===== config.mk =====
export PLATFORM = sky130hd
export DESIGN_NAME = aibnd_dll_code_mon
export DESIGN_NICKNAME = d
export VERILOG_FILES = /design/src/rtl/aibnd_dll_code_mon.sv
export SDC_FILE = /design/constraint.sdc
export NUM_CORES = 1
export LEC_CHECK = 0
export BUFFER_PORTS_ARGS = -buffer_cell sky130_fd_sc_hd__buf_2
export CORE_MARGIN = 2
export CORE_UTILIZATION = 51
export DETAILED_ROUTE_END_ITERATION = 8
export PLACE_DENSITY = 0.77
export SYNTH_ARGS = -nofsm -noshare
export SYNTH_HDL_FRONTEND = slang
export SYNTH_SLANG_ARGS = --single-unit

===== constraint.sdc =====
create_clock -name clk_core -period 3 [get_ports clk_core]
set_input_delay 0.15 -clock clk_core [delete_from_list [all_inputs] [get_ports clk_core]]
set_output_delay 0.15 -clock clk_core [all_outputs]
set_load 0.03 [all_outputs]

===== src/rtl/aibnd_dll_code_mon.sv =====
// DLL PVT reference code monitor: synchronizes the Gray code and lock, decodes and qualifies
// the code by stability, then requests a DLL reinit when the code drifts from the lock-time baseline.
module aibnd_dll_code_mon #(
    parameter int GRY_W      = 10,
    parameter int SYNC_STG   = 2,
    parameter int STABLE_CNT = 8,
    parameter int DRIFT_TH   = 16,
    parameter int REINIT_W   = 4
) (
    input  logic             clk_core,
    input  logic             nrst,
    input  logic             mon_en,
    input  logic             dll_lock,
    input  logic [GRY_W-1:0] pvt_ref_gry,
    output logic [GRY_W-1:0] code_bin,
    output logic             code_vld,
    output logic [GRY_W-1:0] base_code,
    output logic             drift_err,
    output logic             reinit,
    output logic [1:0]       mon_state
);

    localparam int SW = $clog2(STABLE_CNT + 1);
    localparam int RW = $clog2(REINIT_W + 1);

    typedef enum logic [1:0] {
        ST_IDLE   = 2'd0,
        ST_SETTLE = 2'd1,
        ST_TRACK  = 2'd2,
        ST_REINIT = 2'd3
    } state_t;

    logic [SYNC_STG-1:0] lock_sync_reg;
    logic [GRY_W-1:0]    gry_sync_reg [SYNC_STG];
    logic                lock_s;
    logic [GRY_W-1:0]    gry_s;
    logic [GRY_W-1:0]    dec_bin;

    logic [GRY_W-1:0]    code_bin_reg;
    logic [SW-1:0]       stab_cnt_reg;
    logic                code_vld_int;

    state_t              state_reg, state_next;
    logic [RW-1:0]       rcnt_reg, rcnt_next;
    logic                arm_reg, arm_next;
    logic [GRY_W-1:0]    base_reg, base_next;
    logic                drift_reg, drift_next;
    logic                reinit_reg;

    logic [GRY_W:0]      diff;
    logic [GRY_W:0]      diff_mag;
    logic                drift_hit;

    // Per-bit synchronizers; Gray coding keeps the multi-bit sample coherent.
    always_ff @(posedge clk_core or negedge nrst) begin
        if (!nrst) begin
            lock_sync_reg <= '0;
            for (int i = 0; i < SYNC_STG; i++) gry_sync_reg[i] <= '0;
        end else begin
            lock_sync_reg <= {lock_sync_reg[SYNC_STG-2:0], dll_lock};
            gry_sync_reg[0] <= pvt_ref_gry;
            for (int i = 1; i < SYNC_STG; i++) gry_sync_reg[i] <= gry_sync_reg[i-1];
        end
    end

    assign lock_s = lock_sync_reg[SYNC_STG-1];
    assign gry_s  = gry_sync_reg[SYNC_STG-1];

    generate
        for (genvar gi = 0; gi < GRY_W; gi++) begin : g_dec
            assign dec_bin[gi] = ^gry_s[GRY_W-1:gi];
        end
    endgenerate

    always_ff @(posedge clk_core or negedge nrst) begin
        if (!nrst) begin
            code_bin_reg <= '0;
            stab_cnt_reg <= '0;
        end else begin
            code_bin_reg <= dec_bin;
            if (dec_bin != code_bin_reg)
                stab_cnt_reg <= '0;
            else if (stab_cnt_reg != SW'(STABLE_CNT))
                stab_cnt_reg <= stab_cnt_reg + SW'(1);
        end
    end

    assign code_vld_int = (stab_cnt_reg == SW'(STABLE_CNT));

    // Widened by one bit so the difference never wraps before taking magnitude.
    assign diff      = {1'b0, code_bin_reg} - {1'b0, base_reg};
    assign diff_mag  = diff[GRY_W] ? (~diff + (GRY_W+1)'(1)) : diff;
    assign drift_hit = (diff_mag > (GRY_W+1)'(DRIFT_TH));

    always_comb begin
        state_next = state_reg;
        rcnt_next  = rcnt_reg;
        arm_next   = arm_reg;
        base_next  = base_reg;
        drift_next = drift_reg;

        if (!lock_s) arm_next = 1'b1;

        if (!mon_en) begin
            state_next = ST_IDLE;
            drift_next = 1'b0;
        end else begin
            case (state_reg)
                ST_IDLE: begin
                    if (lock_s && arm_reg) state_next = ST_SETTLE;
                end
                ST_SETTLE: begin
                    if (!lock_s) begin
                        state_next = ST_IDLE;
                    end else if (code_vld_int) begin
                        base_next  = code_bin_reg;
                        state_next = ST_TRACK;
                    end
                end
                ST_TRACK: begin
                    // Lock loss outranks a coincident drift hit.
                    if (!lock_s) begin
                        state_next = ST_IDLE;
                    end else if (code_vld_int && drift_hit) begin
                        state_next = ST_REINIT;
                        drift_next = 1'b1;
                        rcnt_next  = '0;
                    end
                end
                ST_REINIT: begin
                    if (rcnt_reg == RW'(REINIT_W - 1)) begin
                        state_next = ST_IDLE;
                        arm_next   = 1'b0;
                    end else begin
                        rcnt_next = rcnt_reg + RW'(1);
                    end
                end
                default: state_next = ST_IDLE;
            endcase
        end
    end

    always_ff @(posedge clk_core or negedge nrst) begin
        if (!nrst) begin
            state_reg  <= ST_IDLE;
            rcnt_reg   <= '0;
            arm_reg    <= 1'b1;
            base_reg   <= '0;
            drift_reg  <= 1'b0;
            reinit_reg <= 1'b0;
        end else begin
            state_reg  <= state_next;
            rcnt_reg   <= rcnt_next;
            arm_reg    <= arm_next;
            base_reg   <= base_next;
            drift_reg  <= drift_next;
            reinit_reg <= (state_next == ST_REINIT);
        end
    end

    assign code_bin  = code_bin_reg;
    assign code_vld  = code_vld_int;
    assign base_code = base_reg;
    assign drift_err = drift_reg;
    assign reinit    = reinit_reg;
    assign mon_state = state_reg;

endmodule


==> results of run 1 <==
## synthesized netlist by cell type, types with 3 or more instances
cell      instances
mux2_4            3
clkbuf_1          3
o21ai_0          17
a31oi_1           3
nor2b_1           3
xor2_1            7
nand2_1          22
inv_1            23
nand3_1           5
xnor2_1           9
o22ai_1           3
a21oi_1           9
nor2_1           14
ha_1             15
dfrtp_1          53
a21o_1            3
o211ai_1          6
or3_1             6
mux2i_1           5
o21a_1            3
## final timing paths
kind | start | to | cells past startpoint
worst max-delay path | code_bin[0]$_DFF_PN0_ | rcnt_reg[0]$_DFFE_PN0P_ | 13
worst min-delay path | mon_en | drift_err$_DFFE_PN0P_ | 2
worst max register to register | code_bin[0]$_DFF_PN0_ | rcnt_reg[0]$_DFFE_PN0P_ | 13
worst min register to register | gry_sync_reg[18]$_DFF_PN0_ | gry_s[8]$_DFF_PN0_ | 0
max in group asynchronous | nrst | arm_reg$_DFF_PN1_ | 3
min in group asynchronous | nrst | gry_s[8]$_DFF_PN0_ | 2
## logic make-up after synthesis
kind of cell / after synthesis / synth area share (%)
buf+inv: 27 / 3.530
compound gates: 70 / 17.78
simple gates: 67 / 11.88
fa+ha+maj: 16 / 7.146
flops: 54 / 46.53
mux: 10 / 4.046
xor+xnor: 22 / 9.083
## through the flow
stage	instance area [um2]	setup TNS (ps)	utilization [%]
after floorplan	2925	-340.8	-
after global placement	3332	-131.6	60.51
after detailed placement	3332	-339.3	60.51
after CTS	3565	-429.8	64.74
after global routing	3591	-1074	65.21
final	3591	-459.2	65.21
## final cells by class
cell class                 count  area [um2]
tap                           72       90.09
fill                         420        1916
inverter                      23       86.33
multi-input combinational    185        1478
clock inverter                 3       43.79
timing repair buffer          71       467.9
sequential                    54        1356
clock buffer                   5       68.82
## routing by layer
layer  global-route usage (%)  vias up  share of wire [%]  routed length (um)
met5                        0        -                  0                   0
met4                    6.379        0                1.1                  63
met3                    3.959        8                2.3                 135
met2                    35.97       27                 52                3062
met1                    25.45     1059                 44                2607
li1                         -     1086                  -                   -
## power groups by stage
stage / registers (mW) / clock network [mW] / logic [mW]
2_1_floorplan: 0.933 / 0 / 0.497
3_3_place_gp: 0.837 / 0 / 0.829
3_5_place_dp: 0.842 / 0 / 0.852
4_1_cts: 0.829 / 0.512 / 0.877
5_1_grt: 0.836 / 0.538 / 0.976
6_report: 0.828 / 0.502 / 0.887
## worst max-delay path: cells and delay by family (launching register included)
family,cells,cell delay (ps)
AO/OA/AOI/OAI,5,1100
flip-flops,1,430
buffers and inverters,2,100
multiplexers,2,440
adder cells (fa/ha/maj),2,460
AND/OR/NAND/NOR,2,510
## timing repair
item / in CTS / in global routing
resized for setup: 0 / 1
hold buffers: 12 / 0
setup endpoints to repair: 3 / 5
buffers inserted: 0 / 2
endpoints found under the hold margin: 33 / 0
==> run_results.csv, run 1 <==
group,metric,value,unit
pwr,p_int,1.425,mW
global_route,grt_usage,20.50,%
synthesis,async_flop_share,100.0,%
place,io_buffers,38,
floorplanning,io_pins,39,
setup_path,crit_slowest_cell,"dfrtp_2",
synthesis,ys_ff_latch,54,
final_layout,syn_to_final_growth,23.55,%
status,violations,"negative setup slack",
synthesis,ys.flop_type,"dfrtp_1",
final_layout,layout_common_cells,"50 x dfrtp_1, 38 x buf_2, 22 x nand2_1",
clocking,clock_latency,310,ps
global_route,grt_pass1_wl,10070,um
pwr,combPwrFrac,40.0,%
route,wl_per_cell,14.21,um
setup_path,max_stage_delay,430,ps
setup_path,start_kind,"flip-flop",
synthesis,synth.yosys.seq_area_share,46.53,%
synthesis,syn_area,2907,um2
route,viasPerCell,5.278,
setup_path,worst-setup-path-type,"reg2reg",
clocking,clkSlewWorstSetupHoldPaths,100,ps
pwr,vdd_ir_drop_max,0.0004495,V
route,num_vias,2180,
route,drtIter0Drc,79,
clocking,tritoncts,"done",
final_layout,n_antenna_cell,0,
place,gp_congestion,0.7742,
final_layout,final_common_cell,"dfrtp_1",
pwr,sequentialPowerShare,37.3,%
route,antenna_left,0,
setup_path,required,3200,ps
setup_path,regToRegSetupSlack,-150,ps
status,status,"finished, violations left",
sta,fin_crit,3155,ps
place,placed_cells,391,
sta,hold_slack,97.37,ps
clocking,clock_sink_count,54,
setup_path,end_kind,"flip-flop",
sta,drv_slew,0,
sta,min_period_over_period,105.2,%
setup_path,worstPathArrival,3360,ps
route,wirelength,5868,um
pwr,clkPwrFrac,22.7,%
synthesis,synth_top_area_share,45.63,%
global_route,grt_pass1_vias,2230,
floorplanning,num_rows,27,
sta,skew,7.817,ps
sta,setup_viol,3,
synthesis,postSynthCellCount,266,
pwr,p_leak,1.735,nW
synthesis,ys_types,63,
setup_path,crit_top_cell,"inv_2",
pwr,power_density,617.7,nW/um2
setup_path,worstPathCellList,"inv_2 > ha_4 > inv_2 > fa_2 > a21o_1 > a2111o_1 > and3b_1 > or3_1 > mux2i_1 > a31o_2 > a31oi_4 > o21a_4 > mux2_4",
flow_run,drv_cap,0,
sta,worstMarginPinSlew,657.2,ps
sta,rsz0062_at_grt,"yes",
final_layout,nets,370,
clocking,cts-root-buf,"clkbuf_8",
clocking,cts-htree-levels,2,
sta,slew_headroom,56.19,%
global_route,antenna_found_initial,0,
synthesis,synth_fp_nets,296,
final_layout,instances_no_fill,413,
synthesis,yosysWarningCount,0,
sta,setup_ws,-154.5,ps
sta,hold_viol,0,
setup_path,crit_path_max_fanout,4,
clocking,cts_buffers,5,
synthesis,yosys-top-cells-area,"dfrtp_1 46%, ha_1 6.5%, inv_1 3.0%",
floorplanning,dieArea,6319,um2
route,drc,0,
final_layout,drive_gt1_share,28.74,%
pwr,p_sw_share,35.76,%
floorplanning,die_h,79.49,um
place,pre_cts_ws,-114.9,ps
floorplanning,initial_core_util,52.78,%
floorplanning,coreArea,5507,um2
floorplanning,die_x,79.49,um
global_route,overflow,0,
pwr,finalPower,2.218,mW
min_path,hp-class,"in2reg",
place,dp_hpwl,4248,um
route,drtPass1Iterations,4,
synthesis,synth-edff-count,0,
pwr,p_switching,0.7931,mW
global_route,grt_max_degree,33,
sta,fmax,317.0,MHz
synthesis,syn_area_per_cell,10.93,um2
clocking,cts_buffer_depth,2,
synthesis,yosys.area.top_type,"dfrtp_1",
No activity file was read; power rests on OpenSTA's default activity.
==> run 2, diff against run 1 <==
--- a/config.mk
+++ b/config.mk
@@ -9,7 +9,7 @@
 export CORE_MARGIN = 2
 export CORE_UTILIZATION = 51
 export DETAILED_ROUTE_END_ITERATION = 8
-export PLACE_DENSITY = 0.77
+export PLACE_DENSITY = 0.74
 export SYNTH_ARGS = -nofsm -noshare
 export SYNTH_HDL_FRONTEND = slang
 export SYNTH_SLANG_ARGS = --single-unit
==> constraint.sdc (replaced) <==
create_clock -name clk_core -period 3.1 [get_ports clk_core]
set_input_delay 0.155 -clock clk_core [delete_from_list [all_inputs] [get_ports clk_core]]
set_output_delay 0.155 -clock clk_core [all_outputs]
set_load 0.03 [all_outputs]
==> run 2 against run 1 <==
  * The run still ends with negative setup slack left
  * First-iteration DRC count shrank 2.5%
  * Register-to-register slack gained 100 ps
  * Clock power shrank 19%
  * Non-clock buffer count shrank 2
  * Cell count shrank 0.48%
  * Largest power group unchanged
==> run_results.csv, run 2 (synthesis gave the netlist of run 1 again) <==
group,metric,value,unit
route,drc,0,
place,dpl_cell_area,3317,um2
final_layout,nets,368,
pwr,finalPower,2.038,mW
final_layout,final_cell_area,3557,um2
sta,setup_viol,3,
global_route,grt_max_degree,37,
route,wl_per_cell,13.65,um
clocking,clock_latency,310,ps
clocking,tritoncts,"done",
final_layout,nFillCells,428,
sta,hold_viol,0,
status,status,"finished, violations left",
global_route,grt_pass1_wl,9811,um
floorplanning,dieArea,6319,um2
global_route,grt_usage,19.79,%
setup_path,worstPathCellList,"inv_2 > ha_4 > inv_2 > fa_2 > a21o_1 > a2111o_1 > and3b_1 > or2_1 > a211oi_2 > a32o_2 > a31oi_4 > o21a_4 > mux2_4",
sta,drv_slew,0,
setup_path,worstPathArrival,3360,ps
place,io_buffers,38,
clocking,cts-htree-levels,2,
pwr,vdd_ir_drop_max,0.0004149,V
setup_path,crit_family,"compound AO/OA/AOI/OAI gates",
floorplanning,die_x,79.49,um
clocking,clock_sink_count,54,
floorplanning,initial_core_util,52.78,%
flow_run,drv_cap,0,
final_layout,syn_to_final_growth,22.38,%
sta,setup_ws,-51.97,ps
final_layout,drive_gt1_share,28.32,%
setup_path,end_kind,"flip-flop",
final_layout,layout_common_cells,"50 x dfrtp_1, 38 x buf_2, 22 x nand2_1",
clocking,cts-root-buf,"clkbuf_8",
final_layout,n_antenna_cell,0,
sta,min_period_over_period,101.7,%
pwr,power_density,572.8,nW/um2
min_path,hp-class,"in2reg",
pwr,p_leak,1.714,nW
route,drtIter0Drc,77,
setup_path,start_kind,"flip-flop",
place,dp_hpwl,4137,um
sta,slew_headroom,47.14,%
final_layout,final_common_cell,"dfrtp_1",
floorplanning,num_rows,27,
route,num_vias,2206,
setup_path,crit_slowest_cell,"a2111o_1",
setup_path,worst-setup-path-type,"reg2reg",
sta,skew,7.735,ps
floorplanning,coreArea,5507,um2
route,viasPerCell,5.367,
status,violations,"negative setup slack",
setup_path,cp_num_buf_inv,2,
sta,rsz0062_at_grt,"yes",
global_route,overflow,0,
clocking,cts_buffer_depth,2,
place,gp_congestion,0.7597,
floorplanning,die_h,79.49,um
route,wirelength,5609,um
floorplanning,io_pins,39,
route,antenna_left,0,
setup_path,crit_path_max_fanout,4,
setup_path,required,3310,ps
clocking,cts_buffers,5,
final_layout,final_util,64.60,%
setup_path,max_stage_delay,450,ps
sta,fin_crit,3152,ps
sta,worstMarginPinSlew,792.9,ps
global_route,grt_pass1_vias,2199,
global_route,antenna_found_initial,0,
route,drtPass1Iterations,4,
setup_path,crit_top_cell,"inv_2",
sta,fmax,317.3,MHz
clocking,clkSlewWorstSetupHoldPaths,100,ps
## run 2: cell count changes in the layout (fill, tap and decap cells not counted), sizes merged
cell,before,now
buf,59,57
bufinv,1,0
clkinvlp,0,1
## run 2: cell type report
cell class                 count  area, um2  area share (%)
clock buffer                   5      68.82           1.935
tap                           72      90.09           2.533
sequential                    54       1356           38.13
multi-input combinational    185       1478           41.54
inverter                      23      86.33           2.427
clock inverter                 3      25.02          0.7035
timing repair buffer          69      452.9           12.73
## run 2: metal layers
metal  routed length, um  GRT usage (%)  share of wire [%]
met2                2878          34.79                 51
met4                  64          5.690                1.1
met3                 178          2.828                3.2
met5                   0              0                  0
met1                2488          25.37                 44
## run 2: per-stage QoR
stage,std cells,TNS [ps],hold slack (ps),setup WS [ps]
6_report,411,-143.5,102.3,-51.97
5_1_grt,411,-587.2,116.9,-194.2
4_1_cts,410,-60.97,93.09,-25.54
3_5_place_dp,389,-65.39,264.4,-25.87
3_3_place_gp,389,0,262.5,39.87
2_1_floorplan,266,-40.78,-140.6,-13.59
## run 2: what timing repair did
action	in CTS	in global routing
hold buffers	12	0
resized for setup	1	1
gates cloned	0	0
setup buffers	1	1
endpoints found under the hold margin	46	0
endpoints found under the setup margin	3	4
## run 2: power breakdown
group	total [mW]	internal, mW	leakage (nW)	switching, mW
clock network	0.407	0.164	0.0447	0.243
logic	0.830	0.367	1.04	0.463
registers	0.801	0.757	0.626	0.0438
## run 2: worst paths after layout
kind	end	from	cells past startpoint	slack, ps
worst max-delay path	rcnt_reg[2]$_DFFE_PN0P_	code_bin[0]$_DFF_PN0_	13	-50
worst min-delay path	drift_err$_DFFE_PN0P_	mon_en	2	100
worst max register to register	rcnt_reg[2]$_DFFE_PN0P_	code_bin[0]$_DFF_PN0_	13	-50
worst min register to register	gry_s[1]$_DFF_PN0_	gry_sync_reg[11]$_DFF_PN0_	0	360
max in group asynchronous	arm_reg$_DFF_PN1_	nrst	3	1810
min in group asynchronous	base_code[8]$_DFFE_PN0P_	nrst	2	450
## run 2: worst reg2reg max path, delay by kind of cell (launching register included)
family                   cells  cell delay, ps
AO/OA/AOI/OAI                6            1320
AND/OR/NAND/NOR              2             440
flip-flops                   1             420
multiplexers                 1             300
buffers and inverters        2             100
adder cells (fa/ha/maj)      2             460
